==> config.mk <==
export PLATFORM = sky130hd
export DESIGN_NAME = button_debouncer
export DESIGN_NICKNAME = d
export VERILOG_FILES = /design/src/rtl/button_debouncer_pkg.sv /design/src/rtl/edge_detector.sv /design/src/rtl/button_debouncer.sv
export SDC_FILE = /design/constraint.sdc
export NUM_CORES = 1
export LEC_CHECK = 0
export BUFFER_PORTS_ARGS = -buffer_cell sky130_fd_sc_hd__buf_2
export CORE_UTILIZATION = 63
export DETAILED_ROUTE_END_ITERATION = 16
export PLACE_DENSITY_LB_ADDON = 0.1
export SLEW_MARGIN = 15
export SYNTH_ARGS = -nofsm -noshare
export SYNTH_HDL_FRONTEND = slang
export SYNTH_SLANG_ARGS = --single-unit
export TNS_END_PERCENT = 5
==> constraint.sdc <==
create_clock -name clk -period 2.7 [get_ports clk]
set_clock_uncertainty 0.1 [all_clocks]
set_input_delay 0.54 -clock clk [delete_from_list [all_inputs] [get_ports clk]]
set_output_delay 0.54 -clock clk [all_outputs]
set_load 0.01 [all_outputs]
==> src/rtl/button_debouncer_pkg.sv <==
// Shared helpers for the button debouncer: counter width derivation.
package button_debouncer_pkg;

   // Width of a counter that must hold values 0 .. max_val-1, never narrower than one bit.
   function automatic int cnt_width(input int max_val);
      return (max_val > 1) ? $clog2(max_val) : 1;
   endfunction

endpackage

==> src/rtl/edge_detector.sv <==
// Rising-edge detector: one-cycle pulse on every 0->1 transition of each input bit.
module edge_detector #(
   parameter int WIDTH = 1
) (
   input  logic             clk,
   input  logic             rst,
   input  logic [WIDTH-1:0] signal_in,
   output logic [WIDTH-1:0] edge_detect_pulse
);

   logic [WIDTH-1:0] r_deb_q;

   always_ff @(posedge clk) begin
      if (rst) r_deb_q <= '0;
      else     r_deb_q <= signal_in;
   end

   assign edge_detect_pulse = signal_in & ~r_deb_q;

endmodule

==> src/rtl/button_debouncer.sv <==
// Debounces WIDTH synchronized inputs: a bit asserts only after PULSE_CNT_MAX
// consecutive high samples of a shared sample timer; any low cycle releases it.
module button_debouncer
   import button_debouncer_pkg::*;
#(
   parameter int WIDTH          = 1,
   parameter int SAMPLE_CNT_MAX = 62500,
   parameter int PULSE_CNT_MAX  = 200
) (
   input  logic             clk,
   input  logic             rst,
   input  logic [WIDTH-1:0] glitchy_signal,
   output logic [WIDTH-1:0] debounced_signal,
   output logic [WIDTH-1:0] press_pulse
);

   localparam int SAMPLE_W = cnt_width(SAMPLE_CNT_MAX);
   localparam int SAT_W    = cnt_width(PULSE_CNT_MAX + 1);
   localparam logic [SAMPLE_W-1:0] SAMPLE_LAST = SAMPLE_W'(SAMPLE_CNT_MAX - 1);
   localparam logic [SAT_W-1:0]    SAT_MAX     = SAT_W'(PULSE_CNT_MAX);

   logic [SAMPLE_W-1:0] r_sample_cnt;
   logic                w_tick;
   logic [WIDTH-1:0]    w_debounced;

   assign w_tick = (r_sample_cnt == SAMPLE_LAST);

   // Free-running timer shared by every bit; it never stalls on input activity.
   always_ff @(posedge clk) begin
      if (rst)         r_sample_cnt <= '0;
      else if (w_tick) r_sample_cnt <= '0;
      else             r_sample_cnt <= r_sample_cnt + SAMPLE_W'(1);
   end

   for (genvar gi = 0; gi < WIDTH; gi++) begin : g_bit
      logic [SAT_W-1:0] r_sat_cnt;

      // A low input clears ahead of any tick, so a low cycle on a tick never counts.
      always_ff @(posedge clk) begin
         if (rst)                                  r_sat_cnt <= '0;
         else if (!glitchy_signal[gi])             r_sat_cnt <= '0;
         else if (w_tick && (r_sat_cnt < SAT_MAX)) r_sat_cnt <= r_sat_cnt + SAT_W'(1);
      end

      assign w_debounced[gi] = (r_sat_cnt == SAT_MAX);
   end

   assign debounced_signal = w_debounced;

   edge_detector #(
      .WIDTH (WIDTH)
   ) u_edge_detector (
      .clk               (clk),
      .rst               (rst),
      .signal_in         (w_debounced),
      .edge_detect_pulse (press_pulse)
   );

endmodule
# Word level (Yosys, flattened, before mapping)
# Index checks and enable logic that the tools add are counted.
# totals
reg_bits	25
output_inout_bits	2
# classes
add_sub_neg	2
magnitude_cmp	1
n_eq_ne	2
bitwise_logic	3
n_reduce_logical	3
# ops
op	count
$add 16x1->16 const B	1
$eq 16x16->1 const B	1
$add 8x1->8 const B	1
$eq 8x8->1 const B	1
$lt 8x8->1 const B	1
$reduce_or 2->1	2
$not 1->1	2
$and 1x1->1	1
$logic_and 1x1->1	1

# Depth between registers and ports, before layout
# Gate-level depths: netlist of run 1.
# depth
depth_word	2
mapped_depth	7
ltp_nobuf	5

# Modules after synthesis
# A second synthesis of run 1 with hierarchy kept.
# unflattened
cells_unflattened	140
area_unflattened_um2	1201.2
# by_module_without_submodules
mod	n_inst	cells_each	area_each_um2	seq_area_each_um2
button_debouncer	1	137	1153.6	480.5
edge_detector	1	3	47.5	20.0

# Worst setup path before layout of run 1
# Ideal clock, no wire load.
# synth_timing
path_kind	register to register
startpoint	reg r_sample_cnt[0]
endpoint	reg g_bit[0].r_sat_cnt[3]
arrival_ns	1.511
path_slack_ns	1.019
path_stages_with_launch	6
path_buffers	0
synth_period_minus_slack_ns	1.681
cell_sequence	dfxtp_1 ha_1 and4bb_1 nand4_2 or4_1 a21oi_1
# synth_via
elab_chain_cells	2
# synth_lines
item	line_no	source
start: declaration	button_debouncer.sv:22	logic [SAMPLE_W-1:0] r_sample_cnt;
start signal: assignment	button_debouncer.sv:32	else r_sample_cnt <= r_sample_cnt + SAMPLE_W'(1);
$eq 16x16->1	button_debouncer.sv:26	assign w_tick = (r_sample_cnt == SAMPLE_LAST);
$logic_and 1x1->1	button_debouncer.sv:42	else if (w_tick && (r_sat_cnt < SAT_MAX)) r_sat_cnt <= r_sat_cnt + SAT_W'(1);
end signal: assignment	button_debouncer.sv:42	
end: declaration	button_debouncer.sv:36	logic [SAT_W-1:0] r_sat_cnt;
# No other way between the ends.
# A chain may end at the register's enable or synchronous reset.

# Final worst setup path of run 1
# layout_timing
startpoint	reg g_bit[0].r_sat_cnt[6]
endpoint	out press_pulse
# layout_via
elab_chain_cells	2
# layout_lines
item	line_no	source
$eq 8x8->1	button_debouncer.sv:45	assign w_debounced[gi] = (r_sat_cnt == SAT_MAX);
$and 1x1->1	edge_detector.sv:18	assign edge_detect_pulse = signal_in & ~r_deb_q;
end: declaration	button_debouncer.sv:14	output logic [WIDTH-1:0] press_pulse
# No other way between the ends.

==> results of run 1 <==
[cells in the final DEF (no fill, tap or decap), types with 2 or more instances in the layout]
cell type	instances
dfxtp_1	25
nand3_1	8
or4_1	2
o21ai_0	4
inv_1	6
o31ai_1	4
nor2b_1	2
nor2_1	17
ha_1	4
and4_1	2
xnor2_1	2
nand4_1	7
or3_1	6
nor3_1	2
nand2_1	6
a21oi_1	8
buf_2	4
xor2_1	10
clkbuf_4	3
and3_2	2
[logic make-up (layout without fill, tap and decap cells)]
| kind of cell | after synthesis | in the layout | share of synthesized area (%) |
|---|---|---|---|
| flops | 25 | 25 | 40.7 |
| buf+inv | 12 | 14 | 4.79 |
| fa+ha+maj | 4 | 4 | 4.07 |
| compound gates | 20 | 20 | 10.1 |
| xor+xnor | 12 | 12 | 8.55 |
| simple gates | 65 | 65 | 31.8 |
[layer usage]
metal | global-route usage [%] | vias up | wire [um]
li1 | - | 497 | -
met1 | 33.2 | 434 | 1090
met2 | 31.0 | 18 | 839
met3 | 3.53 | 5 | 66
met4 | 12.4 | 0 | 45
met5 | 0 | - | 0
[final cells by class]
cell class / count / area [um^2] / share of cell area (%)
inverter: 6 / 22.5 / 1.77
timing repair buffer: 4 / 20.0 / 1.58
sequential: 25 / 500 / 39.4
multi-input combinational: 101 / 669 / 52.7
tap: 25 / 31.3 / 2.46
clock buffer: 4 / 26.3 / 2.07
[registers in the layout, indices dropped and copies added (netlist names)]
| signal | flops |
|---|---|
| g_bit.r_sat_cnt | 8 |
| r_sample_cnt | 16 |
| u_edge_detector.r_deb_q | 1 |
[worst paths after layout]
kind,to,slack [ps],from
setup reg to reg,g_bit[0].r_sat_cnt[3],730,r_sample_cnt[0]
setup / recovery,press_pulse,650,g_bit[0].r_sat_cnt[6]
hold reg to reg,r_sample_cnt[0],370,r_sample_cnt[0]
hold / removal,u_edge_detector.r_deb_q,310,rst
[power groups by stage]
stage / clock [mW] / combinational, mW / sequential, mW
after floorplan: 0 / 0.0151 / 0.384
after global placement: 0 / 0.0192 / 0.384
after detailed placement: 0 / 0.0195 / 0.385
after CTS: 0.167 / 0.0195 / 0.376
after global routing: 0.180 / 0.0219 / 0.377
final: 0.162 / 0.0194 / 0.376
==> summary.md, run 1 <==
| Metric | Value |
|---|---|
| Area grow syn2layout | 3.36% |
| Wire length per cell | 12.4 um |
| Period utilization | 75.9% |
| CTS Hold Bufs | 0 |
| Grt ovf | 0 |
| Worst VDD drop | 0.000300 V |
| Post-CTS Setup Inserts | 0 |
| Total die area | about 2100 um^2 |
| Syn nets | about 150 |
| Leak | around 0.47 nW |
| F_max | 0.488 GHz |
| Final Core Density | between 70 and 80% |
| HPWL after detailed placement | around 1500 um |
| # H-tree levels | 1 |
| Dpl cell area | between 1000 and 1500 um^2 |
| Post-route cell area | around 1300 um^2 |
| FFs w/ async S/R, synth | 0% |
| Status | complete, no violations |
| Inserted Clock Buffers | 3 |
| Initial antenna violation count | 0 |
| Fraction of power consumed by sequential logic | 67.4% |
| Synthesized area | around 1200 um^2 |
| HP Class | input pin to flip-flop |
| Final Hold Viols | 0 |
| Hold path depth | 2 |
| Placed insts | about 160 |
| Synth Register Bits | 25 |
| DRC viols | 0 |
| Synth area leaders | dfxtp_1 41%, xor2_1 7.1%, nor2_1 5.2%, ha_1 4.1%, nand4_1 3.6% |
| Yosys warns | 0 |
| Internal | between 0.4 and 0.5 mW |
| CP max FO | 5 |
| Endpoints failing setup | 0 |
| Root Buffer Master | clkbuf_4 |
| Pin count of the biggest net entering global routing | 17 |
| Sw power | 0.121 mW |
| Setup TNS Final | 0 ps |
| DR vias | 954 |
| Buf/Inv on CP | 1 |
| Most frequent cell after synthesis | dfxtp_1 |
| Post-synth top area cell | dfxtp_1 |
| Comb power frac | around 3.5% |
| Worst-path clk slew | 120 ps |
| Distinct cells, synth | 37 |
| WP depth | 5 |
| Cell chain of the critical path | nand2_1 > nor3_1 > nand4b_1 > nor2_1 > buf_2 |
| Dpl ws | ~760 ps |
| Avg Inst Size Synth | around 9 um^2 |
| Total I/O pin count | 5 |
| Total of max-cap violations | 0 |
| Clock Latency Late Sink | around 320 ps |
| Share of cells above drive strength 1 | around 11% |
| TritonCTS clock tree | built |
| Initial DRC count | 19 |
| Design Power | roughly 0.56 mW |
| Routed Antenna Nets | 0 |
| Kind of end point of the critical path | primary output |
| Buffers added on ports | 4 |
| Maximum clock path buffer count | 2 |
| Max-slew violations | 0 |
| Critical path class | flip-flop to primary output |
| First-pass DRT Iterations | 4 |
| Non-filler cells, final | approximately 170 |
| Slowest CP cell | dfxtp_1 |
| Routed wire length | 2040 um |
| # rows | 15 |
| Die span in x | ~46 um |
| Post-layout minimum cycle time | approximately 2000 ps |
| Die Ht | ~46 um |
| P per Cell Area | 439 nW/um^2 |
| Unrepaired setup endpoints after global routing | no |
| Max transition margin | roughly 60% |
| Syn Inst Count | approximately 140 |
| Number of global-route vias before repair | around 800 |
| Sequential cell area fraction in the yosys report | between 40 and 50% |
| Startpoint Class | flip-flop |
| Req. time, crit path | about 2000 ps |
| Avg Vias per Cell | roughly 5.8 |
| Core Box Area | around 1800 um^2 |
| Switch share | a little over a fifth |
| Initial core utilization | 68.9% |
| First-pass GRT wire length | between 3000 and 4000 um |
| Most frequent cells after synthesis | 25 x dfxtp_1, 17 x nor2_1, 10 x xor2_1, 8 x a21oi_1, 8 x nand3_1 |
| CTS resizes | 0 |
| Final hold slack | between 300 and 400 ps |
| R2r worst-path depth | 5 |
| Post-route setup slack | approximately 650 ps |
| Clk network pwr share | a little under 30% |
| Gp weighted congestion | ~0.76 |
| Post-synth EDFFs | 0 |
| Tightest Pin Transition | about 580 ps |
| Fill count | around 150 |
| CP max stage delay | approximately 420 ps |
| Delay-heaviest family, CP | simple AND/OR/NAND/NOR gates |
| All-layer global routing usage | approximately 23% |
| Final net count | between 100 and 150 |
| Worst endpoint data arrival time | about 1400 ps |
| Synth top area share | between 40 and 50% |
| Synth Flop Type | dfxtp_1 |
| CTS Sinks | 25 |
| Antenna fix cells | 0 |
No activity file was read; power rests on OpenSTA's default activity.
==> run 2: changes to the inputs <==
--- a/config.mk
+++ b/config.mk
@@ -6,7 +6,7 @@
 export NUM_CORES = 1
 export LEC_CHECK = 0
 export BUFFER_PORTS_ARGS = -buffer_cell sky130_fd_sc_hd__buf_2
-export CORE_UTILIZATION = 63
+export CORE_UTILIZATION = 53
 export DETAILED_ROUTE_END_ITERATION = 16
 export PLACE_DENSITY_LB_ADDON = 0.1
 export SLEW_MARGIN = 15
==> constraint.sdc (replaced) <==
create_clock -name clk -period 1.7 [get_ports clk]
set_clock_uncertainty 0.1 [all_clocks]
set_input_delay 0.34 -clock clk [delete_from_list [all_inputs] [get_ports clk]]
set_output_delay 0.34 -clock clk [all_outputs]
set_load 0.01 [all_outputs]
==> run 2 against run 1 <==
Against the previous run:
- the flow now finishes with violations (setup timing)
- cell area up 23%
- hold slack worse by 200 ps
- clock-buffer cell count unchanged
- first-iteration DRC count down 37%
- register-to-register slack worse by 750 ps
- sequential share of layout area down 6.8 points
- final cell count up 18%
- routed wire length up 29%
==> summary.md, run 2 (synthesis gave the netlist of run 1 again) <==
| Metric | Value |
|---|---|
| Status | complete, but fails checks |
| Failing checks | setup timing |
| Total of max-cap violations | 0 (unchanged) |
| DRC viols | 0 (unchanged) |
| Worst VDD drop | 0.000537 V (+79%) |
| Pin count of the biggest net entering global routing | 17 (unchanged) |
| CTS Sinks | 25 (unchanged) |
| Total die area | 2520 um^2 (+18%) |
| Final net count | 174 (+18%) |
| Core Box Area | 2190 um^2 (+23%) |
| Maximum clock path buffer count | 2 (unchanged) |
| Period utilization | 104% |
| Max reg flops | 16 (unchanged) |
| Post-route cell area | 1560 um^2 (+23%) |
| First-pass DRT Iterations | 4 (unchanged) |
| Avg Vias per Cell | 5.47 (-5.4%) |
| Clock Latency Late Sink | 310 ps (about the same) |
| TritonCTS clock tree | built |
| Critical path class | flip-flop to primary output |
| All-layer global routing usage | 23.1% (+0.50 points) |
| Inserted Clock Buffers | 3 (unchanged) |
| Share of cells above drive strength 1 | 34.9% (+24 points) |
| Endpoints failing setup | 3 (+3) |
| Area grow syn2layout | 27.3% |
| P per Cell Area | 583 nW/um^2 (+33%) |
| Antenna fix cells | 0 (unchanged) |
| Initial core utilization | 56.1% (-13 points) |
| Hold wc startpoint | rst |
| Buffers added on ports | 4 (unchanged) |
| Grt ovf | 0 (unchanged) |
| Dpl cell area | 1430 um^2 (+15%) |
| Final Hold Viols | 0 (unchanged) |
| F_max | around 0.56 GHz |
| Commonest non-fill, non-tap cell in the layout | buf_4 |
| Setup crit start | g_bit[0].r_sat_cnt[1] |
| CP max stage delay | 340 ps (-80 ps) |
| # rows | 17 (+2) |
| Area of the multi-input gates | 727 um^2 (+8.6%) |
| HPWL after detailed placement | 1850 um (+26%) |
| HP Class | input pin to flip-flop |
| Req. time, crit path | 1260 ps (-800 ps) |
| Startpoint Class | flip-flop |
| Post-layout minimum cycle time | about 1800 ps |
| Number of global-route vias before repair | 1,042 (+30%) |
| Storage element area | 509 um^2 (+1.7%) |
| Max transition margin | 78.3% (+17 points) |
| Reg2reg start | r_sample_cnt[0] |
| Slowest CP cell | dfxtp_2 |
| Die span in x | 50.2 um (+8.6%) |
| DR vias | 1,061 (+11%) |
| Initial DRC count | 12 (-7) |
| Gp weighted congestion | 0.748 (-2.1%) |
| Setup TNS Final | -150 ps (-150 ps) |
| Tightest Pin Transition | 326 ps (-254 ps) |
| Register with the most flip-flops | r_sample_cnt |
| Worst endpoint data arrival time | 1330 ps (-80 ps) |
| Max-slew violations | 0 (unchanged) |
| Wire length per cell | 13.5 um (+9.5%) |
| Cell chain of the critical path | buf_6 > inv_4 > ha_4 > nand4b_1 > nor2_1 > buf_2 |
| Leak | 0.620 nW (+31%) |
| Routed Antenna Nets | 0 (unchanged) |
| Total I/O pin count | 5 (unchanged) |
| Fill count | 191 (+31%) |
| Die Ht | 50.2 um (+8.6%) |
| Unrepaired setup endpoints after global routing | yes |
| Largest regs | r_sample_cnt: 16 flops, g_bit.r_sat_cnt: 8 flops, u_edge_detector.r_deb_q: 1 flops |
| Root Buffer Master | clkbuf_4 |
| Kind of end point of the critical path | primary output |
| CTS Hold Bufs | 0 (unchanged) |
| Commonest non-fill, non-tap cells in the layout | 22 x buf_4, 18 x dfxtp_1, 17 x nor2_1, 10 x xor2_1, 8 x nand3_1 |
| Initial antenna violation count | 0 (unchanged) |
| Post-route setup slack | -74.2 ps (-726 ps) |
| CP max FO | 4 (-1) |
| # H-tree levels | 1 (unchanged) |
| Worst-path clk slew | 120 ps (about the same) |
| First-pass GRT wire length | 4440 um (+30%) |
| Routed wire length | 2630 um (+29%) |
## run 2: changes by cell type in the layout (fill, tap and decap cells not counted), sizes merged
| cell | change |
|---|---|
| buf | +26 |
## run 2: power by group
part / switching [mW] / internal [mW] / leakage [nW] / total, mW
Sequential: 0.00537 / 0.593 / 0.205 / 0.598
Clock: 0.169 / 0.0917 / 0.0150 / 0.260
Combinational: 0.0268 / 0.0262 / 0.400 / 0.0530
## run 2: area by class of cell
| class | instances | area share (%) |
|---|---|---|
| Multi-Input combinational cell | 101 | 46.5 |
| Sequential cell | 25 | 32.6 |
| Timing Repair Buffer | 30 | 15.3 |
| Tap cell | 28 | 2.24 |
| Inverter | 6 | 1.76 |
| Clock buffer | 4 | 1.68 |
## run 2: layer usage
layer / vias up / track usage [%] / wire length (um)
met3: 2 / 3.64 / 61
met2: 17 / 44.0 / 1410
met5: - / 0 / 0
met4: 0 / 5.71 / 15
li1: 550 / - / -
met1: 492 / 26.2 / 1140
## run 2: per-stage QoR
stage	hold WS (ps)	instances	total power, mW	utilization, %	setup WS [ps]
CTS	94.4	193	0.922	69.2	-106
global route	84.4	194	0.950	71.4	-186
floorplan	312	138	0.634	-	19.1
detailed placement	385	186	0.659	65.0	-57.2
finish	107	194	0.911	71.4	-74.2
global placement	366	186	0.658	65.0	23.4
## run 2: worst max-delay path: cells and delay by family, from the launching register on
family                     cells  cell delay [ps]
and+or+nand+nor                2              260
adders and majority gates      1              110
DFF                            1              340
buffers and inverters          3              310
## run 2: path summary, 6_finish.rpt
path	slack (ps)	endpoint	cells after the start
max	-70	press_pulse	6
min	110	u_edge_detector.r_deb_q	2
max reg2reg	-20	g_bit[0].r_sat_cnt[3]	5
min reg2reg	410	r_sample_cnt[14]	2
## run 2: what timing repair did
item,in CTS,in global routing
setup endpoints to repair,7,9
pin swaps,5,3
cloned,0,0
gates resized for setup,16,9
hold endpoints to repair,0,0
buffers inserted,3,1
==> run 3: changes to the inputs <==
--- a/config.mk
+++ b/config.mk
@@ -9,6 +9,8 @@
 export CORE_UTILIZATION = 53
 export DETAILED_ROUTE_END_ITERATION = 16
 export PLACE_DENSITY_LB_ADDON = 0.1
+export RECOVER_POWER = 25
+export SKIP_LAST_GASP = 1
 export SLEW_MARGIN = 15
 export SYNTH_ARGS = -nofsm -noshare
 export SYNTH_HDL_FRONTEND = slang
==> run 3 against run 2 <==
Against the previous run:
- clock-buffer cell count is the same
- power decreased by 0.73%
- clock power barely moved
- first-iteration DRC count increased by 33%
- utilization is 1.8 points lower
- routed wire length fell by 2.3%
- cell area is 2.5% lower
- hold slack about the same
- the flow still finishes with violations (setup timing)
- final cell count is the same
- die area stayed put
- non-clock buffer count is the same
- critical path depth unchanged
==> summary.md, run 3 (synthesis gave the netlist of run 1 again) <==
| Metric | Value |
|---|---|
| # H-tree levels | 1 (unchanged) |
| Antenna fix cells | 0 (unchanged) |
| Req. time, crit path | 1260 ps (about the same) |
| Post-route cell area | 1530 um^2 (-2.5%) |
| R2r worst-path depth | 5 (unchanged) |
| F_max | 0.559 GHz (-0.78%) |
| Unrepaired setup endpoints after global routing | yes |
| Hold Path End | u_edge_detector.r_deb_q |
| Pin count of the biggest net entering global routing | 17 (unchanged) |
| Slowest CP cell | dfxtp_2 |
| Endpoints failing setup | 7 (+4) |
| Initial core utilization | 56.1% (unchanged) |
| Total die area | 2520 um^2 (unchanged) |
| Worst endpoint data arrival time | 1350 ps (+20 ps) |
| Kind of end point of the critical path | primary output |
| First-pass GRT wire length | 4430 um (-0.16%) |
| Register with the most flip-flops | r_sample_cnt |
| Hold wc startpoint | rst |
| All-layer global routing usage | 23.0% (-0.064 points) |
| Max reg flops | 16 (unchanged) |
| Initial antenna violation count | 0 (unchanged) |
| HPWL after detailed placement | 1850 um (unchanged) |
| # rows | 17 (unchanged) |
| Initial DRC count | 16 (+4) |
| Hold path depth | 2 (unchanged) |
| Critical path class | flip-flop to primary output |
| Routed wire length | 2570 um (-2.3%) |
| Dpl ws | -57.2 ps (unchanged) |
| Routed Antenna Nets | 0 (unchanged) |
| CTS Hold Bufs | 0 (unchanged) |
| Post-layout minimum cycle time | 1790 ps (+13.9 ps) |
| First-pass DRT Iterations | 4 (unchanged) |
| Total I/O pin count | 5 (unchanged) |
| CP max FO | 4 (unchanged) |
| HP Class | input pin to flip-flop |
| Final net count | 174 (unchanged) |
| Die span in x | 50.2 um (unchanged) |
| CTS Sinks | 25 (unchanged) |
| CP max stage delay | 340 ps (about the same) |
| Wire length per cell | 13.2 um (-2.3%) |
| Share of cells above drive strength 1 | 29.5% (-5.4 points) |
| Buffers added on ports | 4 (unchanged) |
| Die Ht | 50.2 um (unchanged) |
| Dpl cell area | 1430 um^2 (unchanged) |
| P per Cell Area | 593 nW/um^2 (+1.8%) |
| Core Box Area | 2190 um^2 (unchanged) |
| Non-filler cells, final | 194 (unchanged) |
| Gp weighted congestion | 0.748 (unchanged) |
| Max transition margin | 79.6% (+1.4 points) |
| Worst-path clk slew | 120 ps (about the same) |
| Grt ovf | 0 (unchanged) |
| Max-slew violations | 0 (unchanged) |
| Placed insts | 186 (unchanged) |
| Root Buffer Master | clkbuf_4 |
| Setup TNS Final | -363 ps (-213 ps) |
| R2R Path End | g_bit[0].r_sat_cnt[3] |
| DR vias | 1,047 (-1.3%) |
| Reg2reg start | r_sample_cnt[0] |
| Failing checks | setup timing |
| Area grow syn2layout | 24.1% |
| Status | complete, but fails checks |
| Post-route setup slack | -88.0 ps (-13.9 ps) |
| Clock Latency Late Sink | 310 ps (about the same) |
| Maximum clock path buffer count | 2 (unchanged) |
| Final Hold Viols | 0 (unchanged) |
| Commonest non-fill, non-tap cells in the layout | 23 x buf_4, 21 x dfxtp_1, 17 x nor2_1, 10 x xor2_1 |
| DRC viols | 0 (unchanged) |
| Number of global-route vias before repair | 1,046 (+0.38%) |
| Commonest non-fill, non-tap cell in the layout | buf_4 |
| Worst VDD drop | 0.000535 V (-0.41%) |
| Cell chain of the critical path | buf_6 > inv_4 > ha_4 > nand4b_1 > nor2_1 > buf_2 |
| Total of max-cap violations | 0 (unchanged) |
| Flop-to-flop setup slack | -80 ps (-60 ps) |
| Tightest Pin Transition | 303 ps (-22.7 ps) |
| Period utilization | 105% (+0.82 points) |
| Startpoint Class | flip-flop |
| Largest regs | r_sample_cnt: 16 flops, g_bit.r_sat_cnt: 8 flops, u_edge_detector.r_deb_q: 1 flops |
| Inserted Clock Buffers | 3 (unchanged) |
| Leak | 0.616 nW (-0.54%) |
| TritonCTS clock tree | built |
| Avg Vias per Cell | 5.40 (-1.3%) |
[run 3: cell counts in the layout (fill, tap and decap cells not counted)]
Identical to the previous run, type by type.
[run 3: layout make-up]
| cell class | count | area, um^2 |
|---|---|---|
| Multi-Input combinational cell | 101 | 696 |
| Clock buffer | 4 | 26.3 |
| Inverter | 6 | 27.5 |
| Fill cell | 197 | 666 |
| Sequential cell | 25 | 505 |
| Tap cell | 28 | 35.0 |
| Timing Repair Buffer | 30 | 235 |
[run 3: routing by layer]
| layer | share of wire (%) | global-route usage (%) |
|---|---|---|
| met5 | 0 | 0 |
| met4 | 0.74 | 5.71 |
| met3 | 1.2 | 3.64 |
| met2 | 53 | 44.2 |
| met1 | 44 | 25.9 |
[run 3: timing repair]
| action | CTS | global route |
|---|---|---|
| gates resized for setup | 12 | 2 |
| setup buffers | 3 | 1 |
| pin swaps | 2 | 2 |
| endpoints found under the setup margin | 7 | 25 |
[run 3: worst max-delay path by stage]
stage / start / end / slack (ps) / depth (start not counted)
3_5_place_dp: r_sample_cnt[0] / g_bit[0].r_sat_cnt[3] / -60 / 5
4_1_cts: g_bit[0].r_sat_cnt[0] / press_pulse / -110 / 6
2_1_floorplan: r_sample_cnt[0] / g_bit[0].r_sat_cnt[3] / 20 / 5
6_report: g_bit[0].r_sat_cnt[1] / press_pulse / -90 / 6
3_3_place_gp: r_sample_cnt[0] / g_bit[0].r_sat_cnt[3] / 20 / 5
5_1_grt: g_bit[0].r_sat_cnt[1] / press_pulse / -190 / 6
[run 3: power by group]
group	internal, mW	leakage (nW)	switching, mW
combinational	0.0252	0.398	0.0261
clock	0.0917	0.0150	0.167
sequential	0.592	0.204	0.00331
[run 3: through the flow]
step                hold slack [ps]  total power [mW]  utilization, %
detailed placement              385             0.659            65.0
finish                          107             0.905            69.6
floorplan                       312             0.634               -
global placement                366             0.658            65.0
CTS                            94.4             0.921            68.6
global route                   84.7             0.945            69.6
[run 3: critical path: cells and delay by family, from the launching register on]
family	cells	cell delay (ps)
adder cells (fa/ha/maj)	1	110
buffers and inverters	3	310
flip-flops	1	340
AND/OR/NAND/NOR	2	270
